File: config.mk
export PLATFORM = sky130hd
export DESIGN_NAME = udp_xmit_flat
export DESIGN_NICKNAME = d
export VERILOG_FILES = /design/src/rtl/udp_pkg.sv /design/src/rtl/udp_xmit_if.sv /design/src/rtl/udp_axis_oreg.sv /design/src/rtl/udp_xmit.sv /design/src/flat_wrapper.sv
export SDC_FILE = /design/constraint.sdc
export NUM_CORES = 1
export LEC_CHECK = 0
export ABC_CLOCK_PERIOD_IN_PS = 3450
export BUFFER_PORTS_ARGS = -buffer_cell sky130_fd_sc_hd__buf_4
export CORE_ASPECT_RATIO = 1.25
export CORE_MARGIN = 4
export CORE_UTILIZATION = 35
export DETAILED_ROUTE_END_ITERATION = 8
export GPL_ROUTABILITY_DRIVEN = 0
export RECOVER_POWER = 25
export SETUP_SLACK_MARGIN = 0.15
export SYNTH_ARGS = -nofsm -noshare
export SYNTH_HDL_FRONTEND = slang
export SYNTH_HIERARCHICAL = 1
export SYNTH_SLANG_ARGS = --single-unit
export TNS_END_PERCENT = 1
File: constraint.sdc
create_clock -name clk -period 3.45 [get_ports clk]
set_input_delay 0.345 -clock clk [delete_from_list [all_inputs] [get_ports clk]]
set_output_delay 0.345 -clock clk [all_outputs]
set_load 0.1 [all_outputs]
File: src/rtl/udp_pkg.sv
// Shared UDP definitions for the transmit and receive paths: header layout,
// FSM encoding and the header byte serialiser.
package udp_pkg;

  localparam int UDP_HDR_BYTES   = 8;
  localparam int UDP_MAX_PAYLOAD = 1472;

  // Byte offsets of the header fields within the 8-byte UDP header.
  localparam int UDP_SRC_PORT_OFF = 0;
  localparam int UDP_DST_PORT_OFF = 2;
  localparam int UDP_LEN_OFF      = 4;
  localparam int UDP_CSUM_OFF     = 6;

  typedef enum logic [1:0] {
    ST_IDLE,
    ST_HDR,
    ST_DATA,
    ST_DROP
  } udp_state_e;

  function automatic logic [7:0] udp_hdr_byte(input logic [15:0] src_port,
                                              input logic [15:0] dst_port,
                                              input logic [15:0] udp_len,
                                              input logic [2:0]  idx);
    logic [7:0] b;
    b = 8'h00;
    case (int'(idx))
      UDP_SRC_PORT_OFF:     b = src_port[15:8];
      UDP_SRC_PORT_OFF + 1: b = src_port[7:0];
      UDP_DST_PORT_OFF:     b = dst_port[15:8];
      UDP_DST_PORT_OFF + 1: b = dst_port[7:0];
      UDP_LEN_OFF:          b = udp_len[15:8];
      UDP_LEN_OFF + 1:      b = udp_len[7:0];
      UDP_CSUM_OFF,
      UDP_CSUM_OFF + 1:     b = 8'h00;
      default:              b = 8'h00;
    endcase
    return b;
  endfunction

endpackage

File: src/rtl/udp_xmit_if.sv
// Header request, payload stream and IP-side output stream of the UDP transmitter.
interface udp_xmit_if;

  logic        hdr_valid_in;
  logic        hdr_ready_out;
  logic [15:0] src_port_in;
  logic [15:0] dest_port_in;
  logic [15:0] payload_length_in;

  logic [7:0]  udpdata_tdata_in;
  logic        udpdata_tvalid_in;
  logic        udpdata_tlast_in;
  logic        udpdata_tready_out;

  logic [7:0]  udp_axis_tdata_out;
  logic        udp_axis_tvalid_out;
  logic        udp_axis_tlast_out;
  logic        udp_axis_tready_in;

  logic [15:0] udp_length_out;
  logic        busy_out;
  logic        len_err_out;

  // Application / IP-layer side.
  modport master (
    output hdr_valid_in, src_port_in, dest_port_in, payload_length_in,
    output udpdata_tdata_in, udpdata_tvalid_in, udpdata_tlast_in,
    output udp_axis_tready_in,
    input  hdr_ready_out, udpdata_tready_out,
    input  udp_axis_tdata_out, udp_axis_tvalid_out, udp_axis_tlast_out,
    input  udp_length_out, busy_out, len_err_out
  );

  // Transmitter side.
  modport slave (
    input  hdr_valid_in, src_port_in, dest_port_in, payload_length_in,
    input  udpdata_tdata_in, udpdata_tvalid_in, udpdata_tlast_in,
    input  udp_axis_tready_in,
    output hdr_ready_out, udpdata_tready_out,
    output udp_axis_tdata_out, udp_axis_tvalid_out, udp_axis_tlast_out,
    output udp_length_out, busy_out, len_err_out
  );

endinterface

File: src/rtl/udp_axis_oreg.sv
// Single-stage registered AXI-Stream output; adv_o says the stage can take a
// new beat this cycle, giving full 1 byte/cycle throughput.
module udp_axis_oreg (
  input  logic       clk,
  input  logic       reset_n,
  input  logic       load_valid_i,
  input  logic [7:0] load_data_i,
  input  logic       load_last_i,
  input  logic       tready_i,
  output logic       adv_o,
  output logic [7:0] tdata_o,
  output logic       tvalid_o,
  output logic       tlast_o
);

  logic       valid_q;
  logic [7:0] data_q;
  logic       last_q;

  assign adv_o = !valid_q || tready_i;

  // NOTE: sequential state uses non-blocking assignments so every register
  // samples pre-edge values regardless of process ordering.
  always_ff @(posedge clk or negedge reset_n) begin
    if (!reset_n) begin
      valid_q <= 1'b0;
      data_q  <= 8'h00;
      last_q  <= 1'b0;
    end else if (adv_o) begin
      valid_q <= load_valid_i;
      data_q  <= load_data_i;
      last_q  <= load_last_i;
    end
  end

  assign tdata_o  = data_q;
  assign tvalid_o = valid_q;
  assign tlast_o  = last_q;

endmodule

File: src/rtl/udp_xmit.sv
// UDP transmit path: serialises an 8-byte header (checksum 0) followed by the
// payload, trimming or flagging payloads that disagree with the declared length.
module udp_xmit
  import udp_pkg::*;
#(
  parameter int MAX_PAYLOAD = UDP_MAX_PAYLOAD,
  parameter bit DEBUG       = 1'b0
) (
  input logic       clk,
  input logic       reset_n,
  udp_xmit_if.slave xmit
);

  localparam logic [2:0] LastHdrIdx = 3'(UDP_HDR_BYTES - 1);

  udp_state_e  state_q, state_d;
  logic [2:0]  hdr_cnt_q, hdr_cnt_d;
  logic [15:0] rem_q, rem_d;
  logic [15:0] src_q, src_d;
  logic [15:0] dst_q, dst_d;
  logic [15:0] pay_len_q, pay_len_d;
  logic [15:0] udp_len_q, udp_len_d;
  logic        len_err_q, len_err_d;

  logic        hdr_ready;
  logic        pay_ready;
  logic        adv;
  logic        load_valid;
  logic [7:0]  load_data;
  logic        load_last;

  always_ff @(posedge clk or negedge reset_n) begin
    if (!reset_n) begin
      state_q   <= ST_IDLE;
      hdr_cnt_q <= '0;
      rem_q     <= '0;
      src_q     <= '0;
      dst_q     <= '0;
      pay_len_q <= '0;
      udp_len_q <= '0;
      len_err_q <= 1'b0;
    end else begin
      state_q   <= state_d;
      hdr_cnt_q <= hdr_cnt_d;
      rem_q     <= rem_d;
      src_q     <= src_d;
      dst_q     <= dst_d;
      pay_len_q <= pay_len_d;
      udp_len_q <= udp_len_d;
      len_err_q <= len_err_d;
    end
  end

  // NOTE: every variable gets a default before the case so no path infers a latch.
  always_comb begin
    state_d    = state_q;
    hdr_cnt_d  = hdr_cnt_q;
    rem_d      = rem_q;
    src_d      = src_q;
    dst_d      = dst_q;
    pay_len_d  = pay_len_q;
    udp_len_d  = udp_len_q;
    len_err_d  = 1'b0;
    hdr_ready  = 1'b0;
    pay_ready  = 1'b0;
    load_valid = 1'b0;
    load_data  = 8'h00;
    load_last  = 1'b0;

    case (state_q)
      ST_IDLE: begin
        hdr_ready = 1'b1;
        if (xmit.hdr_valid_in) begin
          src_d     = xmit.src_port_in;
          dst_d     = xmit.dest_port_in;
          pay_len_d = xmit.payload_length_in;
          udp_len_d = xmit.payload_length_in + 16'(UDP_HDR_BYTES);
          hdr_cnt_d = '0;
          if (xmit.payload_length_in > 16'(MAX_PAYLOAD)) begin
            len_err_d = 1'b1;
            state_d   = ST_DROP;
          end else begin
            state_d   = ST_HDR;
          end
        end
      end

      ST_HDR: begin
        if (adv) begin
          load_valid = 1'b1;
          load_data  = udp_hdr_byte(src_q, dst_q, udp_len_q, hdr_cnt_q);
          hdr_cnt_d  = hdr_cnt_q + 3'd1;
          if (hdr_cnt_q == LastHdrIdx) begin
            load_last = (pay_len_q == '0);
            rem_d     = pay_len_q;
            state_d   = (pay_len_q == '0) ? ST_IDLE : ST_DATA;
          end
        end
      end

      ST_DATA: begin
        pay_ready = adv;
        if (adv && xmit.udpdata_tvalid_in) begin
          load_valid = 1'b1;
          load_data  = xmit.udpdata_tdata_in;
          load_last  = (rem_q == 16'd1) || xmit.udpdata_tlast_in;
          rem_d      = rem_q - 16'd1;
          if (xmit.udpdata_tlast_in) begin
            // Short payload ends the datagram early; no padding is inserted.
            len_err_d = (rem_q != 16'd1);
            state_d   = ST_IDLE;
          end else if (rem_q == 16'd1) begin
            len_err_d = 1'b1;
            state_d   = ST_DROP;
          end
        end
      end

      ST_DROP: begin
        pay_ready = 1'b1;
        if (xmit.udpdata_tvalid_in && xmit.udpdata_tlast_in) begin
          state_d = ST_IDLE;
        end
      end

      default: state_d = ST_IDLE;
    endcase
  end

  udp_axis_oreg u_oreg (
    .clk          (clk),
    .reset_n      (reset_n),
    .load_valid_i (load_valid),
    .load_data_i  (load_data),
    .load_last_i  (load_last),
    .tready_i     (xmit.udp_axis_tready_in),
    .adv_o        (adv),
    .tdata_o      (xmit.udp_axis_tdata_out),
    .tvalid_o     (xmit.udp_axis_tvalid_out),
    .tlast_o      (xmit.udp_axis_tlast_out)
  );

  // Held low while reset is applied so every output reads 0 in reset.
  assign xmit.hdr_ready_out      = hdr_ready & reset_n;
  assign xmit.udpdata_tready_out = pay_ready;
  assign xmit.udp_length_out     = udp_len_q;
  assign xmit.busy_out           = (state_q != ST_IDLE);
  assign xmit.len_err_out        = len_err_q;

  if (DEBUG) begin : g_ila
    (* mark_debug = "true" *) logic [9:0] ila_probe;
    assign ila_probe = {xmit.udp_axis_tvalid_out, xmit.udp_axis_tlast_out,
                        xmit.udp_axis_tdata_out};
  end

endmodule
File: src/flat_wrapper.sv
// flat-port wrapper written by rule: the top's interface ports become plain ports
module udp_xmit_flat import udp_pkg::*;
#(
  parameter int MAX_PAYLOAD = UDP_MAX_PAYLOAD,
  parameter bit DEBUG       = 1'b0
)
  (clk, reset_n, xmit_hdr_valid_in, xmit_src_port_in, xmit_dest_port_in, xmit_payload_length_in, xmit_udpdata_tdata_in, xmit_udpdata_tvalid_in, xmit_udpdata_tlast_in, xmit_udp_axis_tready_in, xmit_hdr_ready_out, xmit_udpdata_tready_out, xmit_udp_axis_tdata_out, xmit_udp_axis_tvalid_out, xmit_udp_axis_tlast_out, xmit_udp_length_out, xmit_busy_out, xmit_len_err_out);
  udp_xmit_if xmit_i ();
  input logic clk;
  input logic reset_n;
  input wire logic [$bits(xmit_i.hdr_valid_in)-1:0] xmit_hdr_valid_in;
  input wire logic [$bits(xmit_i.src_port_in)-1:0] xmit_src_port_in;
  input wire logic [$bits(xmit_i.dest_port_in)-1:0] xmit_dest_port_in;
  input wire logic [$bits(xmit_i.payload_length_in)-1:0] xmit_payload_length_in;
  input wire logic [$bits(xmit_i.udpdata_tdata_in)-1:0] xmit_udpdata_tdata_in;
  input wire logic [$bits(xmit_i.udpdata_tvalid_in)-1:0] xmit_udpdata_tvalid_in;
  input wire logic [$bits(xmit_i.udpdata_tlast_in)-1:0] xmit_udpdata_tlast_in;
  input wire logic [$bits(xmit_i.udp_axis_tready_in)-1:0] xmit_udp_axis_tready_in;
  output wire logic [$bits(xmit_i.hdr_ready_out)-1:0] xmit_hdr_ready_out;
  output wire logic [$bits(xmit_i.udpdata_tready_out)-1:0] xmit_udpdata_tready_out;
  output wire logic [$bits(xmit_i.udp_axis_tdata_out)-1:0] xmit_udp_axis_tdata_out;
  output wire logic [$bits(xmit_i.udp_axis_tvalid_out)-1:0] xmit_udp_axis_tvalid_out;
  output wire logic [$bits(xmit_i.udp_axis_tlast_out)-1:0] xmit_udp_axis_tlast_out;
  output wire logic [$bits(xmit_i.udp_length_out)-1:0] xmit_udp_length_out;
  output wire logic [$bits(xmit_i.busy_out)-1:0] xmit_busy_out;
  output wire logic [$bits(xmit_i.len_err_out)-1:0] xmit_len_err_out;
  assign xmit_i.hdr_valid_in = xmit_hdr_valid_in;
  assign xmit_i.src_port_in = xmit_src_port_in;
  assign xmit_i.dest_port_in = xmit_dest_port_in;
  assign xmit_i.payload_length_in = xmit_payload_length_in;
  assign xmit_i.udpdata_tdata_in = xmit_udpdata_tdata_in;
  assign xmit_i.udpdata_tvalid_in = xmit_udpdata_tvalid_in;
  assign xmit_i.udpdata_tlast_in = xmit_udpdata_tlast_in;
  assign xmit_i.udp_axis_tready_in = xmit_udp_axis_tready_in;
  assign xmit_hdr_ready_out = xmit_i.hdr_ready_out;
  assign xmit_udpdata_tready_out = xmit_i.udpdata_tready_out;
  assign xmit_udp_axis_tdata_out = xmit_i.udp_axis_tdata_out;
  assign xmit_udp_axis_tvalid_out = xmit_i.udp_axis_tvalid_out;
  assign xmit_udp_axis_tlast_out = xmit_i.udp_axis_tlast_out;
  assign xmit_udp_length_out = xmit_i.udp_length_out;
  assign xmit_busy_out = xmit_i.busy_out;
  assign xmit_len_err_out = xmit_i.len_err_out;
  udp_xmit #(.MAX_PAYLOAD(MAX_PAYLOAD), .DEBUG(DEBUG)) u_core (.clk(clk), .reset_n(reset_n), .xmit(xmit_i));
endmodule
==> impl_metrics.env <==
export IMPL_post_place_cells=718
export IMPL_stdcell_count=734
export IMPL_cap_viol_max_count=0
export IMPL_first_iter_violations=183
export IMPL_hold_buffers=0
export IMPL_report_final_slew_viol_count=0
export IMPL_violations="negative hold slack"
export IMPL_overflow=0
export IMPL_cts_resized=0
export IMPL_cts_sinks=93
export IMPL_fmax_mhz=390
export IMPL_drive_gt1_frac=0.344
export IMPL_grt_pass1_wl_um=24000
export IMPL_cp_start_kind="flop"
export IMPL_rsz0062_at_grt="no"
export IMPL_critPathMaxFanout=4
export IMPL_period_minus_slack_ns=2.56
export IMPL_post_synth_top_area_cell="dfrtp_1"
export IMPL_min_period_over_period=0.743
export IMPL_ir_worst_vdd_v=0.000685
export IMPL_dieArea_mm2=0.0166
export IMPL_postCtsSetupBuffers=0
export IMPL_clockBufferDepth=2
export IMPL_r2r_cells=7
export IMPL_yosysWarnings=6
export IMPL_grt_max_degree=52
export IMPL_cp_required_ns=3.70
export IMPL_clk_pin_slew_ns=0.07
export IMPL_cts_root_buf="clkbuf_16"
export IMPL_wl_um=15100
export IMPL_first_global_vias=4317
export IMPL_synthCells=475
export IMPL_worst_setup_path_end_kind="flop"
export IMPL_synthArstFlopShare=1.00
export IMPL_yosysSeqAreaShare=0.456
export IMPL_hold_worst_slack_ns=-0.00678
export IMPL_clock_skew_ns=0.00336
export IMPL_synth_flop_cell="dfrtp_1"
export IMPL_io_buffers=91
export IMPL_drt_pass1_iter_count=5
export IMPL_status="finished, violations left"
export IMPL_coreArea_mm2=0.0143
export IMPL_viasPerCell=5.60
export IMPL_final_hold_viol_count=4
export IMPL_tightest_slew_ns=1.36
export IMPL_ant_nets=0
export IMPL_clock_latency_ns=0.35
export IMPL_htree_levels=3
export IMPL_fp_dieH_um=143
export IMPL_die_w_um=116
export IMPL_cellPowerDensity_mw_per_mm2=1140
export IMPL_synthTopCellsByArea="dfrtp_1 (46%), mux2_2 (12%), ha_1 (3.4%)"
export IMPL_antenna_found_initial=0
export IMPL_ys_ff_latch=93
export IMPL_initial_core_util=0.355
export IMPL_power_uw=7100
export IMPL_synth_area_per_cell_um2=10.7
export IMPL_remaining_drc_errors=0
export IMPL_n_antenna_cell=0
export IMPL_r2r_slack_ns=0.89
export IMPL_num_io_pins=92
export IMPL_fin_util=0.436
export IMPL_synth_edf_count=0
export IMPL_cts_tree="yes"
export IMPL_route_vias_total=4109
export IMPL_relSlewSlack=0.0905
export IMPL_syn_nets=551
export IMPL_r2r_start="u_core/rem_q[13]"
export IMPL_fin_nets=627
export IMPL_setup_viol=0
export IMPL_dp_hpwl_um=11100
export IMPL_wire_per_inst_um=20.5
export IMPL_rows=49
export IMPL_numCtsBuffers=9
export IMPL_tns_ns=0
export IMPL_reg2reg_to="u_core/state_q[1]"
export IMPL_cellLeakagePower_uw=0.00274
export IMPL_hp_class="in -> async"
export IMPL_synth_area_mm2=0.00510
export IMPL_yosysTopAreaCellShare=0.456
export IMPL_arrival_ns=2.81
export IMPL_track_usage=0.189
export IMPL_ys_types=64
export IMPL_syn_to_final_growth_pct=22.6
export IMPL_critical_path_class="reg -> reg"
==> state kept, by name, summed over array words and instances, names as in the netlist <==
signal	cells
u_core/u_oreg/tvalid_o	1
u_core/xmit.len_err_out	1
u_core/pay_len_q	16
u_core/dst_q	16
u_core/hdr_cnt_q	3
u_core/state_q	2
u_core/src_q	16
u_core/u_oreg/tlast_o	1
u_core/xmit.udp_length_out	13
u_core/rem_q	16
u_core/u_oreg/tdata_o	8
==> critical path: stages, from the launching register on <==
cell	delay (ns)
dfrtp_1	0.41
or4_1	0.55
nor2_1	0.19
nand4_1	0.14
ha_1	0.24
a221o_1	0.36
or2_2	0.31
o31ai_1	0.26
==> cells in the final DEF (no fill, tap or decap), types with 4 or more instances in the layout <==
master / instances
and4_1: 5
a31o_2: 4
o22ai_1: 10
a22o_1: 7
xnor2_1: 5
nand2b_1: 6
nand2_1: 44
mux2_2: 55
clkbuf_16: 9
ha_1: 14
nor2_1: 11
nor4_1: 8
buf_4: 93
dfrtp_1: 93
inv_1: 11
nand4_1: 10
o221ai_1: 7
o21ai_0: 23
a22oi_1: 4
mux2_4: 8
and2_1: 6
or2_2: 6
a32o_1: 4
nand3_1: 11
a21oi_1: 18
nor3_1: 7
a21boi_0: 9
xor2_1: 6
==> Yosys cell counts, types with 3 or more instances <==
cell type and count:
a22oi_1 4, buf_4 3, o21bai_1 3, o21ai_0 23, ha_1 14, o22ai_1 10, nor2b_1 3, a32oi_1 3
a22o_1 7, mux2_4 8, a31o_2 4, nor3_1 7, a21o_1 3, buf_2 5, a21oi_1 18, xor2_1 6
a21boi_0 9, nor2_1 11, and4_1 5, nand2_1 45, inv_1 11, nor4_1 8, o2bb2ai_1 3, dfrtp_1 93
and2_1 6, nand4_1 10, o221ai_1 7, a32o_1 4, or2_2 6, nand2b_1 6, clkbuf_1 17, xnor2_1 5
nand3_1 11, mux2_2 55, mux2i_1 3, nor3b_1 3
==> worst max-delay path by stage <==
stage | startpoint | endpoint | cells after the start
2_1_floorplan | u_core/hdr_cnt_q[2] | u_core/u_oreg/tdata_o[3] | 9
6_report | u_core/rem_q[13] | u_core/state_q[1] | 7
3_3_place_gp | u_core/rem_q[13] | u_core/state_q[1] | 7
3_5_place_dp | u_core/rem_q[13] | u_core/state_q[1] | 7
5_1_grt | u_core/state_q[0] | u_core/rem_q[8] | 6
4_1_cts | u_core/rem_q[13] | u_core/state_q[1] | 7
==> per-layer routing <==
| metal | track usage | vias up | wire length, µm |
|---|---|---|---|
| met5 | 0 | - | 0 |
| met4 | 0.0874 | 0 | 512 |
| met3 | 0.0301 | 38 | 746 |
| met2 | 0.328 | 121 | 7860 |
| met1 | 0.227 | 2046 | 5930 |
| li1 | - | 1904 | - |
==> logic make-up (layout without fill, tap and decap cells) <==
group                      count (synthesis)  after routing  share of synthesized area
and+or+nand+nor                          134            134                      0.143
AOI/OAI and AO/OA                        114            114                      0.158
DFF                                       93             93                      0.456
muxes                                     66             66                      0.151
buffers and inverters                     43            124                     0.0385
adders and majority gates                 14             14                     0.0344
xor gates and xnor gates                  11             11                     0.0189
==> per-stage QoR <==
step / worst slack, ns / cell area (µm²)
4_1_cts: 0.898 / 6250
6_report: 0.887 / 6250
5_1_grt: 0.788 / 6250
2_1_floorplan: 0.907 / 5100
3_3_place_gp: 1.05 / 5910
3_5_place_dp: 0.940 / 5910
==> power by group <==
group          total (µW)  internal, µW  switching (µW)
clock                1160           727             434
sequential           2140          1640             509
combinational        3790          1340            2450
total                7100          3700            3390
==> final cells by class <==
cell class / instances / area [µm²]
inverter: 12 / 45.0
clock buffer: 10 / 239
tap: 178 / 223
sequential: 93 / 2330
fill: 1417 / 8100
clock inverter: 6 / 110
timing repair buffer: 96 / 727
multi-input combinational: 339 / 2580
(Power assumes the default switching activity.)
